===== config.mk =====
export PLATFORM = sky130hd
export DESIGN_NAME = seq_wide_add_sub
export DESIGN_NICKNAME = d
export VERILOG_FILES = /design/src/rtl/seq_wide_add_sub.sv
export SDC_FILE = /design/constraint.sdc
export NUM_CORES = 1
export LEC_CHECK = 0
export BUFFER_PORTS_ARGS = -buffer_cell sky130_fd_sc_hd__buf_2
export CAP_MARGIN = 20
export CORE_MARGIN = 4
export CORE_UTILIZATION = 59
export DETAILED_ROUTE_END_ITERATION = 8
export PLACE_DENSITY = 0.95
export REMOVE_ABC_BUFFERS = 1
export SYNTH_ARGS = -nofsm -noshare
export SYNTH_HDL_FRONTEND = slang
export SYNTH_SLANG_ARGS = --single-unit

===== constraint.sdc =====
create_clock -name clk -period 7.8 [get_ports clk]
set_input_delay 0.39 -clock clk [delete_from_list [all_inputs] [get_ports clk]]
set_output_delay 0.39 -clock clk [all_outputs]
set_load 0.01 [all_outputs]

===== src/rtl/seq_wide_add_sub.sv =====
// seq_wide_add_sub: multi-cycle wide adder-subtractor.
//
// Streams two W-bit operands through one M-bit carry-lookahead slice (claAddSubGen), LSB slice
// first, one slice per clock. The slice carry/borrow-out is registered and fed back as the next
// slice's carry/borrow-in. The full result and flags are held until the consumer takes them.
//
// Optional feature macro: SEQ_WIDE_ADD_SUB_BACK2BACK_EN
//   defined   : a new request may be accepted in the same cycle the result is handed off.
//   undefined : a new request is accepted only from IDLE.
//
// claAddSubGen ports:
//   x, y   in  M  slice operands
//   sub    in  1  0 = x+y+cin, 1 = x-y-cin
//   cin    in  1  carry-in (add) / borrow-in (sub)
//   out    out M  slice result
//   cout   out 1  carry-out (add) / borrow-out (sub)
//   v      out 1  signed overflow of the slice operation
//   g, p   out 1  group generate / propagate across the whole slice
//
// seq_wide_add_sub ports:
//   clk, rst_n          clock (rising edge), asynchronous active-low reset
//   in_valid, in_ready  operand request handshake
//   sub, cin, a, b      operation select, carry/borrow-in and operands, captured on accept
//   out_valid, out_ready result handshake
//   result, cout, v, z  W-bit result, MS-slice carry/borrow-out, signed overflow, result == 0

module claAddSubGen #(
    parameter int unsigned M = 16
) (
    input  logic [M-1:0] x,
    input  logic [M-1:0] y,
    input  logic         sub,
    input  logic         cin,
    output logic [M-1:0] out,
    output logic         cout,
    output logic         v,
    output logic         g,
    output logic         p
);
    localparam int unsigned L = $clog2(M);

    logic [M-1:0]        y_eff;
    logic                c0;
    logic [L:0][M-1:0]   gg;
    logic [L:0][M-1:0]   pp;
    logic [M:0]          c;

    // Subtraction as x + ~y + ~borrow_in; the carry out is inverted back into a borrow.
    assign y_eff = y ^ {M{sub}};
    assign c0    = cin ^ sub;

    assign gg[0] = x & y_eff;
    assign pp[0] = x ^ y_eff;

    // Kogge-Stone prefix: after level L, gg[L][i]/pp[L][i] span bits i..0.
    for (genvar lv = 0; lv < L; lv++) begin : g_level
        for (genvar i = 0; i < M; i++) begin : g_bit
            if (i >= (1 << lv)) begin : g_comb
                assign gg[lv+1][i] = gg[lv][i] | (pp[lv][i] & gg[lv][i-(1<<lv)]);
                assign pp[lv+1][i] = pp[lv][i] & pp[lv][i-(1<<lv)];
            end else begin : g_pass
                assign gg[lv+1][i] = gg[lv][i];
                assign pp[lv+1][i] = pp[lv][i];
            end
        end
    end

    assign c[0] = c0;
    for (genvar i = 0; i < M; i++) begin : g_carry
        assign c[i+1] = gg[L][i] | (pp[L][i] & c0);
    end

    assign out  = pp[0] ^ c[M-1:0];
    assign cout = c[M] ^ sub;
    assign v    = c[M] ^ c[M-1];
    assign g    = gg[L][M-1];
    assign p    = pp[L][M-1];
endmodule

module seq_wide_add_sub #(
    parameter int unsigned W = 64,
    parameter int unsigned M = 16
) (
    input  logic         clk,
    input  logic         rst_n,
    input  logic         in_valid,
    output logic         in_ready,
    input  logic         sub,
    input  logic         cin,
    input  logic [W-1:0] a,
    input  logic [W-1:0] b,
    output logic         out_valid,
    input  logic         out_ready,
    output logic [W-1:0] result,
    output logic         cout,
    output logic         v,
    output logic         z
);
    localparam int unsigned N  = W / M;
    localparam int unsigned CW = $clog2(N);
    localparam logic [CW-1:0] K_LAST = CW'(N - 1);

    typedef enum logic [1:0] {StIdle, StRun, StDone} state_e;

    state_e        state_q, state_d;
    logic [W-1:0]  a_q, a_d;
    logic [W-1:0]  b_q, b_d;
    logic          sub_q, sub_d;
    logic          carry_q, carry_d;
    logic [CW-1:0] k_q, k_d;
    logic          z_acc_q, z_acc_d;
    logic [W-1:0]  result_q, result_d;
    logic          cout_q, cout_d;
    logic          v_q, v_d;
    logic          z_q, z_d;

    logic [M-1:0]  x_slice, y_slice, slice_sum;
    logic          slice_cout, slice_v, slice_zero;
    logic          capture;

    assign x_slice    = a_q[k_q*M +: M];
    assign y_slice    = b_q[k_q*M +: M];
    assign slice_zero = (slice_sum == '0);

    claAddSubGen #(
        .M(M)
    ) u_slice_adder (
        .x    (x_slice),
        .y    (y_slice),
        .sub  (sub_q),
        .cin  (carry_q),
        .out  (slice_sum),
        .cout (slice_cout),
        .v    (slice_v),
        .g    (),
        .p    ()
    );

`ifdef SEQ_WIDE_ADD_SUB_BACK2BACK_EN
    assign in_ready = (state_q == StIdle) | ((state_q == StDone) & out_ready);
`else
    assign in_ready = (state_q == StIdle);
`endif

    assign out_valid = (state_q == StDone);
    assign capture   = in_valid & in_ready;

    always_comb begin
        state_d  = state_q;
        a_d      = a_q;
        b_d      = b_q;
        sub_d    = sub_q;
        carry_d  = carry_q;
        k_d      = k_q;
        z_acc_d  = z_acc_q;
        result_d = result_q;
        cout_d   = cout_q;
        v_d      = v_q;
        z_d      = z_q;

        unique case (state_q)
            StIdle: ;
            StRun: begin
                result_d[k_q*M +: M] = slice_sum;
                carry_d              = slice_cout;
                z_acc_d              = z_acc_q & slice_zero;
                k_d                  = k_q + CW'(1);
                if (k_q == K_LAST) begin
                    cout_d  = slice_cout;
                    v_d     = slice_v;
                    z_d     = z_acc_q & slice_zero;
                    state_d = StDone;
                end
            end
            StDone: begin
                if (out_ready) begin
                    state_d = StIdle;
                end
            end
            default: state_d = StIdle;
        endcase

        // A capture in DONE (back-to-back build) overrides the return to IDLE.
        if (capture) begin
            a_d     = a;
            b_d     = b;
            sub_d   = sub;
            carry_d = cin;
            k_d     = '0;
            z_acc_d = 1'b1;
            state_d = StRun;
        end
    end

    always_ff @(posedge clk or negedge rst_n) begin
        if (!rst_n) begin
            state_q  <= StIdle;
            a_q      <= '0;
            b_q      <= '0;
            sub_q    <= 1'b0;
            carry_q  <= 1'b0;
            k_q      <= '0;
            z_acc_q  <= 1'b1;
            result_q <= '0;
            cout_q   <= 1'b0;
            v_q      <= 1'b0;
            z_q      <= 1'b0;
        end else begin
            state_q  <= state_d;
            a_q      <= a_d;
            b_q      <= b_d;
            sub_q    <= sub_d;
            carry_q  <= carry_d;
            k_q      <= k_d;
            z_acc_q  <= z_acc_d;
            result_q <= result_d;
            cout_q   <= cout_d;
            v_q      <= v_d;
            z_q      <= z_d;
        end
    end

    assign result = result_q;
    assign cout   = cout_q;
    assign v      = v_q;
    assign z      = z_q;
endmodule


Word-level counts from Yosys, hierarchy flattened
Cells that the tools add are included.
Word-level totals
  logic and storage cells: 227
  flip-flop bits (word level): 202
  output and inout port bits: 69
Cells by class
  mux-type cells: 11
  equal/unequal tests: 6
  shifts and indexed selects: 4
  add/sub/neg operators: 2
  bitwise operators: 188
  reductions and logical operators: 5
Operators by type and width (number)
  64-bit by 7-bit variable part select with 16-bit output: 2
  1-bit bitwise AND: 116
  1-bit OR: 65
  64-bit bitwise mux: 1
  16-bit by 34-bit variable shift with 64-bit output, first input constant: 1
  16-bit by 34-bit variable part select with 64-bit output: 1
  16-bit XOR: 3
  6-bit negator with 34-bit output: 1
  16-bit bitwise AND: 1
  16-bit logical NOT: 1
  2-bit two-way mux: 5
  2-bit case mux with 3 select lines: 1
  2-bit == test, second input constant: 2
  1-bit two-way mux: 4
  3-bit by 1-bit inequality test with 1-bit output, second input constant: 1
  3-bit inequality test, second input constant: 1
  3-bit AND reduction: 1
  1-bit XOR: 3
  2-bit by 1-bit adder with 2-bit output, second input constant: 1
  2-bit by 1-bit == test with 1-bit output, second input constant: 1
  2-bit logical NOT: 1
  2-bit by 1-bit inequality test with 1-bit output, second input constant: 1
  2-bit AND reduction: 1
  2-bit nonzero test: 1

Depth between registers and ports, before layout
Gate-level depths: netlist of the first run.
  depth in word-level cells: 16
  depth in mapped cells: 14
  mapped depth without buffers: 11

By module
From an unflattened synthesis of the first run, not the netlist that was laid out.
Second synthesis, totals
  cell total of the unflattened synthesis: 674
  area total of the unflattened synthesis: 9894.5 µm²
Modules (own cells, without submodules)
  seq_wide_add_sub: times used 1, cells each 544, sequential area each 5056.1 µm², area each 8856.0 µm²
  claAddSubGen: times used 1, cells each 130, sequential area each 0.0 µm², area each 1038.5 µm²

Worst setup path after synthesis of the first run
OpenSTA, ideal clock, no wires.
  path kind: reg-to-reg
  start point: reg k_q[0]
  end point: reg z_q (netlist: z)
  arrival: 4.313 ns
  buffers on the path: 4
  stages on the path, launching flop included: 15
  period minus slack after synthesis: 4.405 ns
  setup slack: 3.395 ns
  cells stage by stage: dfrtp_1 clkbuf_1 clkbuf_1 buf_2 mux4_2 ha_1 clkbuf_1 a21oi_1 o21a_1 nand2_1 xor2_1 or4b_4 nor4b_4 nand3_2 o31ai_2
On the way
  longest elaborated chain between the ends: 14
  elaborated cells between the ends (all ways): 175
  classes of those cells: eq/ne: 1; shift: 2; bitwise: 170; reduce/logical: 2
RTL lines
  start: declaration: line 110  | logic [CW-1:0] k_q, k_d;
  start signal: assignment: line 214  | k_q <= k_d;
  64-bit by 7-bit variable part select with 16-bit output: line 122  | assign y_slice = b_q[k_q*M +: M];
  16-bit XOR: line 49  | assign y_eff = y ^ {M{sub}};
  16-bit XOR or 16-bit bitwise AND (tied branches): line 53, 52
  1-bit bitwise AND, on equally long branches: line 59, 60
  1-bit OR or 1-bit bitwise AND (tied branches): line 59  | assign gg[lv+1][i] = gg[lv][i] | (pp[lv][i] & gg[lv][i-(1<<lv)]);
  1-bit bitwise AND or 1-bit OR (tied branches): line 59
  1-bit OR or 1-bit bitwise AND (tied branches): line 59
  1-bit bitwise AND or 1-bit OR (tied branches): line 59
  1-bit OR or 1-bit bitwise AND (tied branches): line 59
  1-bit OR: line 59
  1-bit OR: line 70  | assign c[i+1] = gg[L][i] | (pp[L][i] & c0);
  16-bit XOR: line 73  | assign out = pp[0] ^ c[M-1:0];
  16-bit logical NOT: line 123  | assign slice_zero = (slice_sum == '0);
  1-bit bitwise AND: line 171  | z_d = z_acc_q & slice_zero;
  end signal: assignment: line 219  | z_q <= z_d;
  end: declaration: line 115  | logic z_q, z_d;
Parallel ways exist; a longest one is shown, timed or not.
A chain may end at the register's enable or synchronous reset.

Final worst setup path of the first run
  start point: reg k_q[0]
  end point: reg result_q[44] (netlist: result[44])
On the way
  longest elaborated chain between the ends: 14
  elaborated cells between the ends (all ways): 175
  classes of those cells: add/sub: 1; shift: 4; mux: 1; bitwise: 169
RTL lines
  64-bit by 7-bit variable part select with 16-bit output: line 122
  16-bit XOR: line 49
  16-bit XOR or 16-bit bitwise AND (tied branches): line 53, 52
  1-bit bitwise AND, on equally long branches: line 59, 60
  1-bit OR or 1-bit bitwise AND (tied branches): line 59
  1-bit bitwise AND or 1-bit OR (tied branches): line 59
  1-bit OR or 1-bit bitwise AND (tied branches): line 59
  1-bit bitwise AND or 1-bit OR (tied branches): line 59
  1-bit OR or 1-bit bitwise AND (tied branches): line 59
  1-bit OR: line 59
  1-bit OR: line 70
  16-bit XOR: line 73
  16-bit by 34-bit variable part select with 64-bit output: line 164  | result_d[k_q*M +: M] = slice_sum;
  64-bit bitwise mux *: line 164
  end signal: assignment: line 216  | result_q <= result_d;
  end: declaration: line 112  | logic [W-1:0] result_q, result_d;
Every way passes the cells marked *; elsewhere a longest branch is shown, timed or not.

==> results.py, run 1 <==
metrics = {
    "worst_setup_path": {
        "crit_arrival_ns": 4.82,
        "critPathMostFrequentCell": "xor2_1",
        "crit_slowest_cell": "dfrtp_2",
        "crit_required_ns": 8.22,
        "path_cells": "buf_4 > mux4_2 > xor2_1 > ha_1 > nand2_1 > o21a_1 > o211ai_1 > a31o_2 > a21oi_1 > o21bai_1 > xor2_1 > a22o_1",
        "crit_path_max_incr_delay_ns": 0.61,
        "critPathBufInv": 1,
        "worstSetupEndpointType": "flip-flop",
        "crit_path_start_kind": "flip-flop",
        "critical-path-top-delay-family": "compound AO/OA/AOI/OAI gates",
        "path_max_fanout": 29,
        "path_class": "flip-flop to flip-flop",
    },
    "synth": {
        "async_reset_ff_frac": 1.000,
        "ys.flop_type": "dfrtp_1",
        "yosys_warnings": 0,
        "synthAdderAreaFrac": 0.03218,
        "synth-compound-area-share": 0.1037,
        "synthMuxAreaShare": 0.07653,
        "synth_xor_area_frac": 0.02943,
        "synth-edff-count": 0,
        "syn_area_um2": 9564,
        "synth-simple-area-share": 0.2049,
        "seq_area_frac_synth": 0.5286,
        "ys_types": 59,
        "synth_top_family_by_area": "simple AND/OR/NAND/NOR gates",
        "avgSynthCellArea_um2": 9.963,
        "synth_cells": 960,
        "synth-seq-cells": 202,
    },
    "floorplan": {
        "rows": 46,
        "io_pins": 203,
        "die_area_um2": 18310,
        "die_w_um": 135.3,
        "start_util": 0.6021,
        "die_h_um": 135.3,
        "core_um2": 15890,
    },
    "sta": {
        "period_share": 0.5632,
        "rsz0062_at_grt": "false",
        "slew_headroom": 0.2585,
        "finalClockSkew_ns": 0.01323,
        "fmax_mhz": 227.6,
        "tns_ns": 0,
        "finalMaxSlewViolations": 0,
        "fin_hold_ws_ns": 0.02617,
        "post-route-min-period_ns": 4.393,
        "setup_viol": 0,
        "finalHoldViolCount": 0,
        "tightest_slew_ns": 1.112,
    },
    "route": {
        "drc": 0,
        "routed_via_density": 5.784,
        "ant_nets": 0,
        "drt_pass1_iterations": 5,
        "wl_um": 25520,
        "wl_per_cell_um": 18.65,
        "drt_iter0_drc": 719,
        "vias": 7913,
    },
    "clock_network": {
        "numCtsBuffers": 21,
        "cts_root_buffer": "clkbuf_16",
        "cts.sinks": 202,
        "cts_max_path_buffers": 3,
        "clk_latency_ns": 0.50,
        "htree_levels": 1,
        "clkTransAtPathRegs_ns": 0.06,
        "cts-resized-gates": 0,
        "ctsHoldBuffers": 0,
        "cts_tree": "yes",
        "postCtsSetupRepairBufs": 0,
    },
    "place": {
        "dp_cells": 1331,
        "gp_congestion": 0.9335,
        "dp_hpwl_um": 17420,
        "port_buffers": 202,
    },
    "global_route": {
        "antenna_found_initial": 0,
        "grt_first_pass_wirelength_um": 40930,
        "overflow": 0,
        "grt_max_degree": 126,
        "grt_pass1_vias": 7840,
        "grt_util_all_layers": 0.2818,
    },
    "run": {
        "maxCapViolCount": 0,
    },
    "layout": {
        "area_delta_synth_final_pct": 19.27,
        "fin_cells": 1368,
        "n_antenna_cell": 0,
        "drive_above_1_share": 0.2526,
        "nets": 1297,
    },
    "outcome": {
        "status": "finished clean",
    },
    "hold_path": {
        "hold_path.class": "input pin to asynchronous set/reset pin",
    },
}
-- placed cells by master, fill, tap and decap left out, types with 2 or more instances in the layout --
| master | count |
|---|---|
| a22o_1 | 57 |
| o21bai_1 | 2 |
| clkbuf_8 | 3 |
| o211ai_1 | 4 |
| a21oi_1 | 14 |
| nand2_1 | 421 |
| bufinv_16 | 2 |
| clkbuf_1 | 9 |
| o21ai_0 | 17 |
| or3_1 | 2 |
| and2_1 | 2 |
| nor4b_4 | 2 |
| xnor2_1 | 6 |
| mux4_2 | 32 |
| nand2b_1 | 5 |
| a221oi_1 | 2 |
| inv_1 | 7 |
| nor2_1 | 21 |
| nor2b_1 | 4 |
| dfrtp_1 | 199 |
| o21a_1 | 4 |
| ha_1 | 23 |
| dfrtp_2 | 2 |
| nor4_4 | 2 |
| nand4_1 | 3 |
| and3_1 | 3 |
| xor2_1 | 23 |
| nor3_1 | 4 |
| clkbuf_16 | 21 |
| or2_2 | 2 |
| a21o_1 | 5 |
| o31ai_1 | 3 |
| buf_4 | 7 |
| buf_2 | 201 |
| a211oi_1 | 4 |
| nand3_1 | 4 |
-- logic make-up after synthesis --
kind of cell	count (synthesis)
AOI/OAI and AO/OA	128
xor gates and xnor gates	30
muxes	33
adders and majority gates	24
and+or+nand+nor	483
buffers and inverters	60
DFF	202
-- registers in the layout (all words and copies together) (netlist names) --
register	count
a_q	64
b_q	64
carry_q	1
cout	1
k_q	2
result	64
state_q	2
sub_q	1
v	1
z	1
z_acc_q	1
-- synth_stat cells (all sizes together), types with 2 or more instances --
| master | count | area, um2 |
|---|---|---|
| nand2b | 5 | 31.28 |
| nand4 | 3 | 18.77 |
| nor4b | 3 | 41.29 |
| o21ai | 18 | 90.08 |
| nand3 | 5 | 30.03 |
| or3 | 2 | 12.51 |
| a21o | 5 | 37.54 |
| a21oi | 15 | 78.83 |
| nor4 | 3 | 33.78 |
| dfrtp | 201 | 5030 |
| inv | 7 | 26.28 |
| o21bai | 2 | 15.01 |
| nand2 | 422 | 1584 |
| a22o | 57 | 499.2 |
| nor2 | 21 | 78.83 |
| o31ai | 4 | 35.03 |
| a211oi | 5 | 42.54 |
| or2 | 2 | 12.51 |
| clkbuf | 48 | 180.2 |
| o21a | 4 | 30.03 |
| o211ai | 4 | 30.03 |
| ha | 23 | 287.8 |
| buf | 5 | 28.78 |
| nor2b | 4 | 25.02 |
| xor2 | 24 | 229.0 |
| nor3 | 4 | 20.02 |
| and2 | 3 | 18.77 |
| a221oi | 2 | 17.52 |
| and3 | 3 | 18.77 |
| xnor2 | 6 | 52.55 |
| mux4 | 32 | 720.7 |
-- worst paths after layout --
| path | end | cells after the start | slack [ns] | start |
|---|---|---|---|---|
| setup / recovery | result[44] | 12 | 3.41 | k_q[0] |
| hold / removal | b_q[24] | 1 | 0.03 | rst_n |
| setup reg to reg | result[44] | 12 | 3.41 | k_q[0] |
| min in group clk | a_q[21] | 3 | 0.08 | a[21] |
| max in group asynchronous | b_q[21] | 2 | 6.27 | rst_n |
| hold reg to reg | a_q[12] | 2 | 0.47 | a_q[12] |
-- through the flow --
step / setup WS, ns / area (um2) / util
6_report: 3.407 / 11410 / 0.7181
3_3_place_gp: 3.576 / 10740 / 0.6760
5_1_grt: 3.000 / 11410 / 0.7181
4_1_cts: 3.384 / 11400 / 0.7176
3_5_place_dp: 3.442 / 10740 / 0.6760
2_1_floorplan: 3.213 / 9355 / -
-- routing by layer --
layer / vias up / GRT usage / wire length [um]
met5: - / 0 / 0
met4: 0 / 0.07895 / 688
met3: 58 / 0.04272 / 2165
met2: 438 / 0.4740 / 12830
met1: 3827 / 0.3870 / 9835
li1: 3590 / - / -
-- cell type report --
cell class | instances | area [um2]
Clock buffer | 32 | 586.8
Clock inverter | 4 | 73.82
Fill cell | 1078 | 4478
Inverter | 7 | 26.28
Multi-Input combinational cell | 698 | 4319
Sequential cell | 202 | 5059
Tap cell | 216 | 270.3
Timing Repair Buffer | 209 | 1072
Power of run 1 is left out: the tool's default activity adds up to more than one toggle a clock period on the data nets, which glitch-free logic cannot reach.
==> run 2: changes to the inputs <==
--- a/config.mk
+++ b/config.mk
@@ -8,9 +8,9 @@
 export BUFFER_PORTS_ARGS = -buffer_cell sky130_fd_sc_hd__buf_2
 export CAP_MARGIN = 20
 export CORE_MARGIN = 4
-export CORE_UTILIZATION = 59
+export CORE_UTILIZATION = 55
 export DETAILED_ROUTE_END_ITERATION = 8
-export PLACE_DENSITY = 0.95
+export PLACE_DENSITY = 0.9
 export REMOVE_ABC_BUFFERS = 1
 export SYNTH_ARGS = -nofsm -noshare
 export SYNTH_HDL_FRONTEND = slang
==> constraint.sdc (replaced) <==
create_clock -name clk -period 4.2 [get_ports clk]
set_input_delay 0.21 -clock clk [delete_from_list [all_inputs] [get_ports clk]]
set_output_delay 0.21 -clock clk [all_outputs]
set_load 0.01 [all_outputs]
==> run 2 against run 1 <==
  * Clock skew shrank 0.0018 ns
  * Sequential share of layout area shrank 4.9 points
  * Critical path type unchanged
  * Setup slack lost 3.1 ns
  * Utilization grew 4.5 points
  * First-iteration DRC count shrank 8.9%
  * Non-clock buffer count grew 139
  * Routed wire length grew 16%
==> results.py, run 2 (synthesis results as in run 1) <==
metrics = {
    "floorplan": {
        "die_area_um2": 19560,
        "start_util": 0.5687,
        "rows": 47,
        "die_w_um": 139.9,
        "io_pins": 203,
        "core_um2": 16820,
        "die_h_um": 139.9,
    },
    "worst_setup_path": {
        "crit_path_start_kind": "flip-flop",
        "critPathMostFrequentCell": "xor2_1",
        "critical-path-top-delay-family": "simple AND/OR/NAND/NOR gates",
        "crit_path_max_incr_delay_ns": 0.54,
        "r2r_cells": 12,
        "critPathBufInv": 1,
        "path_class": "flip-flop to flip-flop",
        "r2r_setup_slack_ns": 0.32,
        "worstSetupEndpointType": "flip-flop",
        "r2r-start": "k_q[0]",
        "path_max_fanout": 23,
        "path_cells": "buf_12 > mux4_2 > xor2_1 > ha_1 > and3_1 > a22o_1 > o211a_4 > nor2_1 > xor2_1 > nor4b_4 > nand3_2 > o31ai_2",
        "worst_r2r_endpoint": "z",
        "crit_arrival_ns": 4.28,
        "cp-startpoint": "k_q[0]",
        "crit_required_ns": 4.59,
        "crit_slowest_cell": "mux4_2",
    },
    "clock_network": {
        "ctsHoldBuffers": 132,
        "cts.sinks": 202,
        "cts-resized-gates": 0,
        "cts_root_buffer": "clkbuf_16",
        "clk_latency_ns": 0.49,
        "clkTransAtPathRegs_ns": 0.07,
        "postCtsSetupRepairBufs": 0,
        "cts_max_path_buffers": 3,
        "cts_tree": "yes",
        "numCtsBuffers": 21,
        "htree_levels": 1,
    },
    "place": {
        "port_buffers": 202,
        "place_area_um2": 10820,
        "dp_cells": 1343,
        "gp_congestion": 0.9168,
        "dp_hpwl_um": 16910,
    },
    "global_route": {
        "grt_max_degree": 103,
        "overflow": 0,
        "grt_util_all_layers": 0.3037,
        "grt_util_met1": 0.3811,
        "grt_pass1_vias": 8976,
        "use_met2": 0.5103,
        "grt_first_pass_wirelength_um": 47630,
        "antenna_found_initial": 1,
        "grt_util_met3": 0.05935,
        "busiest_layer": "met2",
    },
    "layout": {
        "fin_cells": 1512,
        "area_delta_synth_final_pct": 34.20,
        "post-route-cell-area_um2": 12830,
        "fill_cells": 994,
        "seq_area_um2": 5059,
        "nets": 1436,
        "final_common_cell": "nand2_1",
        "multiInputGateArea_um2": 4302,
        "finish.utilization": 0.7631,
        "layout_common_cells": "nand2_1 (421), buf_2 (201), dfrtp_1 (199)",
        "drive_above_1_share": 0.2355,
    },
    "sta": {
        "fin_hold_ws_ns": 0.3699,
        "setup_viol": 0,
        "post-route-min-period_ns": 3.882,
        "tightest_slew_ns": 1.034,
        "finalMaxSlewViolations": 0,
        "rsz0062_at_grt": "false",
        "fmax_mhz": 257.6,
        "slew_headroom": 0.3081,
        "finalClockSkew_ns": 0.01141,
        "finalHoldViolCount": 0,
        "period_share": 0.9244,
    },
    "hold_path": {
        "hold_path.class": "input pin to asynchronous set/reset pin",
    },
    "outcome": {
        "status": "finished clean",
    },
    "route": {
        "drc": 0,
        "routed_via_density": 5.726,
        "drt_iter0_drc": 655,
        "ant_nets": 0,
        "wl_um": 29570,
        "drt_pass1_iterations": 5,
        "vias": 8658,
        "wl_per_cell_um": 19.56,
    },
    "run": {
        "maxCapViolCount": 0,
    },
}
## run 2: cell types whose count changed in the layout (fill, tap and decap cells not counted), sizes merged
cell and change:
diode +1, clkinv +3, dlygate4sd3 +132, clkbuf -4
clkinvlp +2, inv -1, buf +7
## run 2: per-layer routing
metal / up-vias / routed length (um)
met2: 520 / 14830
met1: 4148 / 10850
met5: - / 0
met4: 0 / 1332
li1: 3881 / -
met3: 109 / 2556
## run 2: worst max-delay path by stage
| stage | endpoint | slack, ns | cells past startpoint |
|---|---|---|---|
| after floorplan | z | -0.39 | 11 |
| after global placement | z_acc_q | 0.41 | 12 |
| after detailed placement | z | 0.34 | 12 |
| after CTS | z | 0.34 | 12 |
| after global routing | z | 0.02 | 12 |
| final | z | 0.32 | 12 |
## run 2: final cells by class
class,instances,share of cell area
sequential,202,0.3941
multi-input combinational,698,0.3352
timing repair buffer,348,0.1935
clock buffer,28,0.04611
tap,220,0.02145
clock inverter,8,0.007409
inverter,7,0.002047
antenna,1,0.0001950
## run 2: per-stage QoR
| step | setup slack [ns] | TNS [ns] |
|---|---|---|
| after floorplan | -0.3870 | -1.905 |
| after global placement | 0.4108 | 0 |
| after detailed placement | 0.3364 | 0 |
| after CTS | 0.3353 | 0 |
| after global routing | 0.02084 | 0 |
| final | 0.3175 | 0 |
Power of run 2 is left out for the same reason.
